<file path="src/rtl/lgn_pixel_feeder.sv">
// Streams one frame of pixel words onto the inference core's strobed pixel bus.
// After the last word it waits a fixed settle time, then captures the core result for a valid/ready consumer.
module lgn_pixel_feeder #(
    parameter int WORDS  = 98,
    parameter int DATA_W = 8,
    parameter int RES_W  = 16,
    parameter int SETTLE = 4
) (
    input  logic              clk,
    input  logic              rst,
    input  logic              flush,
    input  logic [DATA_W-1:0] s_data,
    input  logic              s_valid,
    output logic              s_ready,
    output logic [DATA_W-1:0] pix_out,
    output logic              pix_we_n,
    input  logic [RES_W-1:0]  lgn_in,
    output logic [RES_W-1:0]  res_data,
    output logic              res_valid,
    input  logic              res_ready,
    output logic              busy,
    output logic [7:0]        frame_cnt
);

    localparam int WC_W = (WORDS > 1) ? $clog2(WORDS) : 1;
    localparam int SC_W = $clog2(SETTLE + 1);
    localparam logic [WC_W-1:0] WORD_LAST   = WC_W'(WORDS - 1);
    localparam logic [SC_W-1:0] SETTLE_LAST = SC_W'(SETTLE - 1);

    typedef enum logic [1:0] {
        ST_LOAD,
        ST_SETTLE,
        ST_RESULT
    } state_t;

    state_t            state_q, state_d;
    logic [WC_W-1:0]   word_cnt_q, word_cnt_d;
    logic [SC_W-1:0]   settle_cnt_q, settle_cnt_d;
    logic [DATA_W-1:0] pix_out_q, pix_out_d;
    logic              pix_we_n_q, pix_we_n_d;
    logic [RES_W-1:0]  res_data_q, res_data_d;
    logic              res_valid_q, res_valid_d;
    logic [7:0]        frame_cnt_q, frame_cnt_d;
    logic              s_ready_q, s_ready_d;
    logic              wr_hs;
    logic              rd_hs;

    assign wr_hs = s_valid && s_ready_q;
    assign rd_hs = res_valid_q && res_ready;

    always_comb begin
        state_d      = state_q;
        word_cnt_d   = word_cnt_q;
        settle_cnt_d = settle_cnt_q;
        pix_out_d    = pix_out_q;
        pix_we_n_d   = 1'b1;
        res_data_d   = res_data_q;
        res_valid_d  = res_valid_q;
        frame_cnt_d  = frame_cnt_q;
        if (flush) begin
            // Abort beats any handshake in the same cycle: nothing written, nothing counted.
            state_d      = ST_LOAD;
            word_cnt_d   = '0;
            settle_cnt_d = '0;
            res_valid_d  = 1'b0;
        end else begin
            case (state_q)
                ST_LOAD: begin
                    if (wr_hs) begin
                        pix_out_d  = s_data;
                        pix_we_n_d = 1'b0;
                        if (word_cnt_q == WORD_LAST) begin
                            word_cnt_d   = '0;
                            settle_cnt_d = '0;
                            state_d      = ST_SETTLE;
                        end else begin
                            word_cnt_d = word_cnt_q + WC_W'(1);
                        end
                    end
                end
                ST_SETTLE: begin
                    settle_cnt_d = settle_cnt_q + SC_W'(1);
                    if (settle_cnt_q == SETTLE_LAST) begin
                        res_data_d  = lgn_in;
                        res_valid_d = 1'b1;
                        state_d     = ST_RESULT;
                    end
                end
                ST_RESULT: begin
                    if (rd_hs) begin
                        res_valid_d = 1'b0;
                        frame_cnt_d = frame_cnt_q + 8'd1;
                        state_d     = ST_LOAD;
                    end
                end
                default: state_d = ST_LOAD;
            endcase
        end
        // Registered from the next state so ready never depends on this cycle's inputs.
        s_ready_d = (state_d == ST_LOAD);
    end

    always_ff @(posedge clk) begin
        if (rst) begin
            state_q      <= ST_LOAD;
            word_cnt_q   <= '0;
            settle_cnt_q <= '0;
            pix_out_q    <= '0;
            pix_we_n_q   <= 1'b1;
            res_data_q   <= '0;
            res_valid_q  <= 1'b0;
            frame_cnt_q  <= '0;
            s_ready_q    <= 1'b0;
        end else begin
            state_q      <= state_d;
            word_cnt_q   <= word_cnt_d;
            settle_cnt_q <= settle_cnt_d;
            pix_out_q    <= pix_out_d;
            pix_we_n_q   <= pix_we_n_d;
            res_data_q   <= res_data_d;
            res_valid_q  <= res_valid_d;
            frame_cnt_q  <= frame_cnt_d;
            s_ready_q    <= s_ready_d;
        end
    end

    assign s_ready   = s_ready_q;
    assign pix_out   = pix_out_q;
    assign pix_we_n  = pix_we_n_q;
    assign res_data  = res_data_q;
    assign res_valid = res_valid_q;
    assign frame_cnt = frame_cnt_q;
    assign busy      = (state_q != ST_LOAD) || (word_cnt_q != '0);

endmodule

</file>
<file path="config.mk">
export PLATFORM = sky130hd
export DESIGN_NAME = lgn_pixel_feeder
export DESIGN_NICKNAME = d
export VERILOG_FILES = /design/src/rtl/lgn_pixel_feeder.sv
export SDC_FILE = /design/constraint.sdc
export NUM_CORES = 1
export LEC_CHECK = 0
export CAP_MARGIN = 15
export CORE_ASPECT_RATIO = 1.4
export CORE_UTILIZATION = 30
export DETAILED_ROUTE_END_ITERATION = 8
export HOLD_SLACK_MARGIN = 0.15
export PLACE_DENSITY = 0.53
export SYNTH_ARGS = -nofsm -noshare
export SYNTH_HDL_FRONTEND = slang
export SYNTH_SLANG_ARGS = --single-unit
export TNS_END_PERCENT = 5
</file>
<file path="constraint.sdc">
create_clock -name clk -period 3 [get_ports clk]
set_input_delay 0.45 -clock clk [delete_from_list [all_inputs] [get_ports clk]]
set_output_delay 0.45 -clock clk [all_outputs]
set_load 0.05 [all_outputs]
</file>
== Word-level counts from Yosys, hierarchy flattened ==
Index checks and enable logic that the tools add are counted.
Widths: inputs -> output; s select.
Word-level totals
  latch bits: 0
  logic and storage cells: 53
  flip-flop bits (word level): 47
  bits in writable memories: 0
  input bits: 29
  bits in read-only memories: 0
  output and inout port bits: 36
  memories: 0
Cells by class
  bitwise gates (word level): 2
  $lt $le $gt $ge: 0
  mux-type cells: 14
  add/subtract/negate cells: 3
  reductions and logical operators: 17
  equal/unequal tests: 8
  $mul: 0
  div/mod/pow operators: 0
  shift operators: 0
Operators with widths (number)
  $reduce_and 3->1: 5
  $mux 2: 5
  $add 8x1->8 const B: 1
  $ne 2x2->1 const B: 4
  $add 7x1->7 const B: 1
  $eq 7x7->1 const B: 1
  $mux 7: 1
  $reduce_bool 7->1: 1
  $mux 3: 2
  $pmux 2 s3: 1
  $pmux 3 s2: 1
  $reduce_bool 2->1: 3
  $logic_not 2->1: 2
  $add 3x1->3 const B: 1
  $eq 3x2->1 const B: 1
  $mux 1: 3
  $reduce_or 3->1: 1
  $eq 2x1->1 const B: 1
  $eq 2x2->1 const B: 1
  $logic_and 1x1->1: 2
  $not 1->1: 2
  $pmux 1 s2: 1
  $reduce_and 2->1: 1
  $reduce_or 2->1: 1
  $logic_or 1x1->1: 1

== Longest topological paths before layout ==
  depth after elaboration: 6
  depth in mapped cells: 6
  mapped depth without buffers: 6

== Worst setup path before layout ==
No wires, ideal clock.
  path type: flip-flop to flip-flop
  start point: register s_ready_q, in the netlist s_ready
  end point: register pix_we_n_q, in the netlist pix_we_n
  period minus slack after synthesis: 1582 ps
  setup time: 120 ps
  path buffers: 1
  stages on the path, launching flop included: 5
  data arrival time: 1462 ps
  setup slack: 1418 ps
  data required time: 2880 ps
  cells stage by stage: dfxtp_1 nand3b_4 or3_1 buf_4 or2_1
On the way
  longest elaborated chain between the ends: 2
Ends and longest elaborated chain
  start, declared: RTL line 44  | logic s_ready_q, s_ready_d;
  start signal, assigned: RTL line 123  | s_ready_q <= s_ready_d;
  $logic_and 1x1->1: RTL line 48  | assign wr_hs = s_valid && s_ready_q;
  $mux 1: RTL line 69  | if (wr_hs) begin
  end signal, assigned: RTL line 119  | pix_we_n_q <= pix_we_n_d;
  end, declared: RTL line 40  | logic pix_we_n_q, pix_we_n_d;
No other way between the ends.
A chain may end at the register's enable or synchronous reset.

== Worst setup path after layout ==
  start point: register word_cnt_q[2]
  end point: output port busy
On the way
  longest elaborated chain between the ends: 2
Ends and longest elaborated chain
  start, declared: RTL line 37  | logic [WC_W-1:0] word_cnt_q, word_cnt_d;
  start signal, assigned: RTL line 116  | word_cnt_q <= word_cnt_d;
  $reduce_bool 7->1: RTL line 133  | assign busy = (state_q != ST_LOAD) || (word_cnt_q != '0);
  $logic_or 1x1->1: RTL line 133
  end, declared: RTL line 21  | output logic busy,
No other way between the ends.

==> flow_metrics.py <==
metrics = {
    "route": {
        "num_vias": 1761,
        "drt_pass1_iterations": 8,
        "drt-initial-drc-count": 70,
        "drc_errors": 11,
        "vias_per_cell": 4.84,
        "drt_wl_total_um": 4760,
        "wl_per_cell_um": 13.1,
        "ant_nets": 0,
    },
    "clock_network": {
        "cts.path.max_buffers": 2,
        "post_cts_buffers": 0,
        "htreeDepth": 2,
        "clock_latency_ns": 0.30,
        "cts.sinks": 47,
        "cts_root_buf": "clkbuf_8",
        "cts_buffers": 5,
        "ctsHoldBuffers": 0,
        "post_cts_resized": 0,
        "clk_pin_slew_worst_paths_ns": 0.09,
        "tritoncts": "yes",
    },
    "floorplanning": {
        "row_count": 34,
        "die_x_um": 71.2,
        "start_util_pct": 31.7,
        "ioPinCount": 65,
        "dieArea_um2": 7040,
        "fp.coreArea_um2": 6340,
        "die_h_um": 98.9,
    },
    "timing": {
        "rsz0062_at_grt": "no",
        "tns_ns": 0,
        "slew_violations": 0,
        "finalWorstSetupSlack_ns": 0.611,
        "period_minus_slack_ns": 2.39,
        "max_slew_margin_pct": 55.6,
        "finalCritPeriodShare_pct": 79.6,
        "hold_violations": 0,
        "finalSetupViolCount": 0,
        "fin_skew_ns": 0.00410,
        "tightest_slew_ns": 0.666,
        "timing.fmax_mhz": 419,
    },
    "setup_path": {
        "crit_type": "reg2out",
        "end_kind": "primary output",
        "cp.required_ns": 2.55,
        "crit_arrival_ns": 1.94,
        "start_kind": "flop",
        "cp_max_fo": 6,
    },
    "layout": {
        "drive_gt1_share_pct": 6.51,
        "final_cell_count_no_fill": 364,
        "final_common_cell": "clkdlybuf4s50_1",
        "area_delta_synth_final_pct": 37.7,
        "insertedDiodeCount": 0,
        "fin_nets": 326,
        "mostFrequentLayoutCells": "64 x clkdlybuf4s50_1, 48 x nand2_1, 47 x dfxtp_1",
        "design_area_um2": 2770,
    },
    "pwr": {
        "power.switching_mw": 0.280,
        "comb_power_share_pct": 9.0,
        "power.leakage_nw": 1.01,
        "power_mw": 1.13,
        "clock_power_share_pct": 34.9,
        "power.density_nw_per_um2": 407,
        "vdd_drop_max_mv": 0.166,
        "pwr-share-seq_pct": 56.1,
        "netSwitchingFraction_pct": 24.8,
        "p_int_mw": 0.846,
    },
    "global_route": {
        "antenna_found_initial": 0,
        "grt_max_degree": 37,
        "grt_pass1_vias": 1732,
        "grt_pass1_wl_um": 8030,
        "grt_overflow": 0,
        "track_usage_pct": 14.2,
    },
    "place": {
        "numPortBuffers": 64,
        "placed_cells": 356,
        "pre_cts_slack_ns": 0.686,
        "dp_hpwl_um": 3330,
        "place_area_um2": 2680,
        "place_congestion": 0.755,
    },
    "logic_synthesis": {
        "yosysSeqAreaShare_pct": 46.8,
        "yosysWarnings": 0,
        "syn_nets": 265,
        "netlist_instances": 230,
        "ys_types": 40,
        "synth_area_um2": 2010,
        "synth_top_area_share_pct": 46.8,
        "synth_seq_cells": 47,
        "synth.largest_area_cell": "dfxtp_1",
        "synth_area_leaders": "dfxtp_1 47%, nand2_1 9.0%, a21oi_1 6.0%, nor2_1 4.3%, mux2i_1 4.0%",
        "avgSynthCellArea_um2": 8.75,
    },
    "hold_path": {
        "hold_class": "reg2reg",
    },
    "status": {
        "violations": "design-rule violations",
        "status": "finished with violations",
    },
    "flow_run": {
        "drv_cap": 0,
    },
}
==> power groups by stage <==
stage,combinational [mW],clock (mW),sequential [mW]
finish,0.101,0.393,0.632
global route,0.108,0.444,0.633
CTS,0.102,0.420,0.632
detailed placement,0.102,0,0.647
global placement,0.102,0,0.647
floorplan,0.0311,0,0.663
==> per-layer routing <==
layer | track usage [%] | share of wire [%] | vias to the layer above
met1 | 17.4 | 46 | 804
met3 | 3.17 | 6.7 | 2
met4 | 5.08 | 0.67 | 0
met5 | 0 | 0 | -
met2 | 24.2 | 47 | 53
li1 | - | - | 902
==> cell families after synthesis <==
group / share of synthesized area, %
flops: 46.8
buf+inv: 4.17
compound gates: 9.33
xor+xnor: 3.48
fa+ha+maj: 3.73
simple gates: 28.5
mux: 3.98
==> cell usage after synthesis (all sizes together) <==
| cell | number |
|---|---|
| nand2 | 48 |
| dfxtp | 47 |
| a21oi | 24 |
| nor2 | 23 |
| nand3 | 11 |
| buf | 8 |
| mux2i | 8 |
| ha | 6 |
| xnor2 | 6 |
| o21ai | 5 |
| nor4 | 4 |
| clkbuf | 3 |
| inv | 3 |
| nand2b | 3 |
| nand3b | 3 |
| nor3 | 3 |
| or2 | 3 |
| a31oi | 2 |
| and3 | 2 |
| nand4 | 2 |
| nand4b | 2 |
| nor3b | 2 |
| o22ai | 2 |
| or3 | 2 |
| xor2 | 2 |
| a22oi | 1 |
| a41o | 1 |
| and2 | 1 |
| and2b | 1 |
| and4bb | 1 |
| nor2b | 1 |
==> final timing paths <==
| path | startpoint | end | slack (ns) | cells past startpoint |
|---|---|---|---|---|
| max | word_cnt_q[2] | busy | 0.61 | 3 |
| max reg2reg | settle_cnt_q[0] | res_data[5] | 1.24 | 5 |
| min | res_data[12] | res_data[12] | 0.46 | 2 |
| min reg2reg | res_data[12] | res_data[12] | 0.46 | 2 |
==> cell type report <==
type,instances,area (µm²)
clock buffer,5,68.8
multi-input combinational,169,987
sequential,47,941
inverter,3,11.3
fill,643,3570
timing repair buffer,65,648
tap,72,90.1
clock inverter,3,23.8
==> sequential cells by signal, indices dropped and copies added (netlist names) <==
signal        flops
res_valid         1
word_cnt_q        7
s_ready           1
settle_cnt_q      3
state_q           2
pix_we_n          1
pix_out           8
frame_cnt         8
res_data         16
==> worst max-delay path: stages, from the launching register on <==
cell and delay (ns):
dfxtp_1 0.36, nor3_1 0.42, nand3_1 0.13, clkdlybuf4s50_1 0.72
==> metrics by stage <==
step	utilization, %	hold WS [ns]
global route	43.7	0.476
detailed placement	42.2	0.447
floorplan	-	0.440
global placement	42.2	0.441
finish	43.7	0.457
CTS	43.7	0.461
Note: power is estimated with default switching activity, not from simulation.
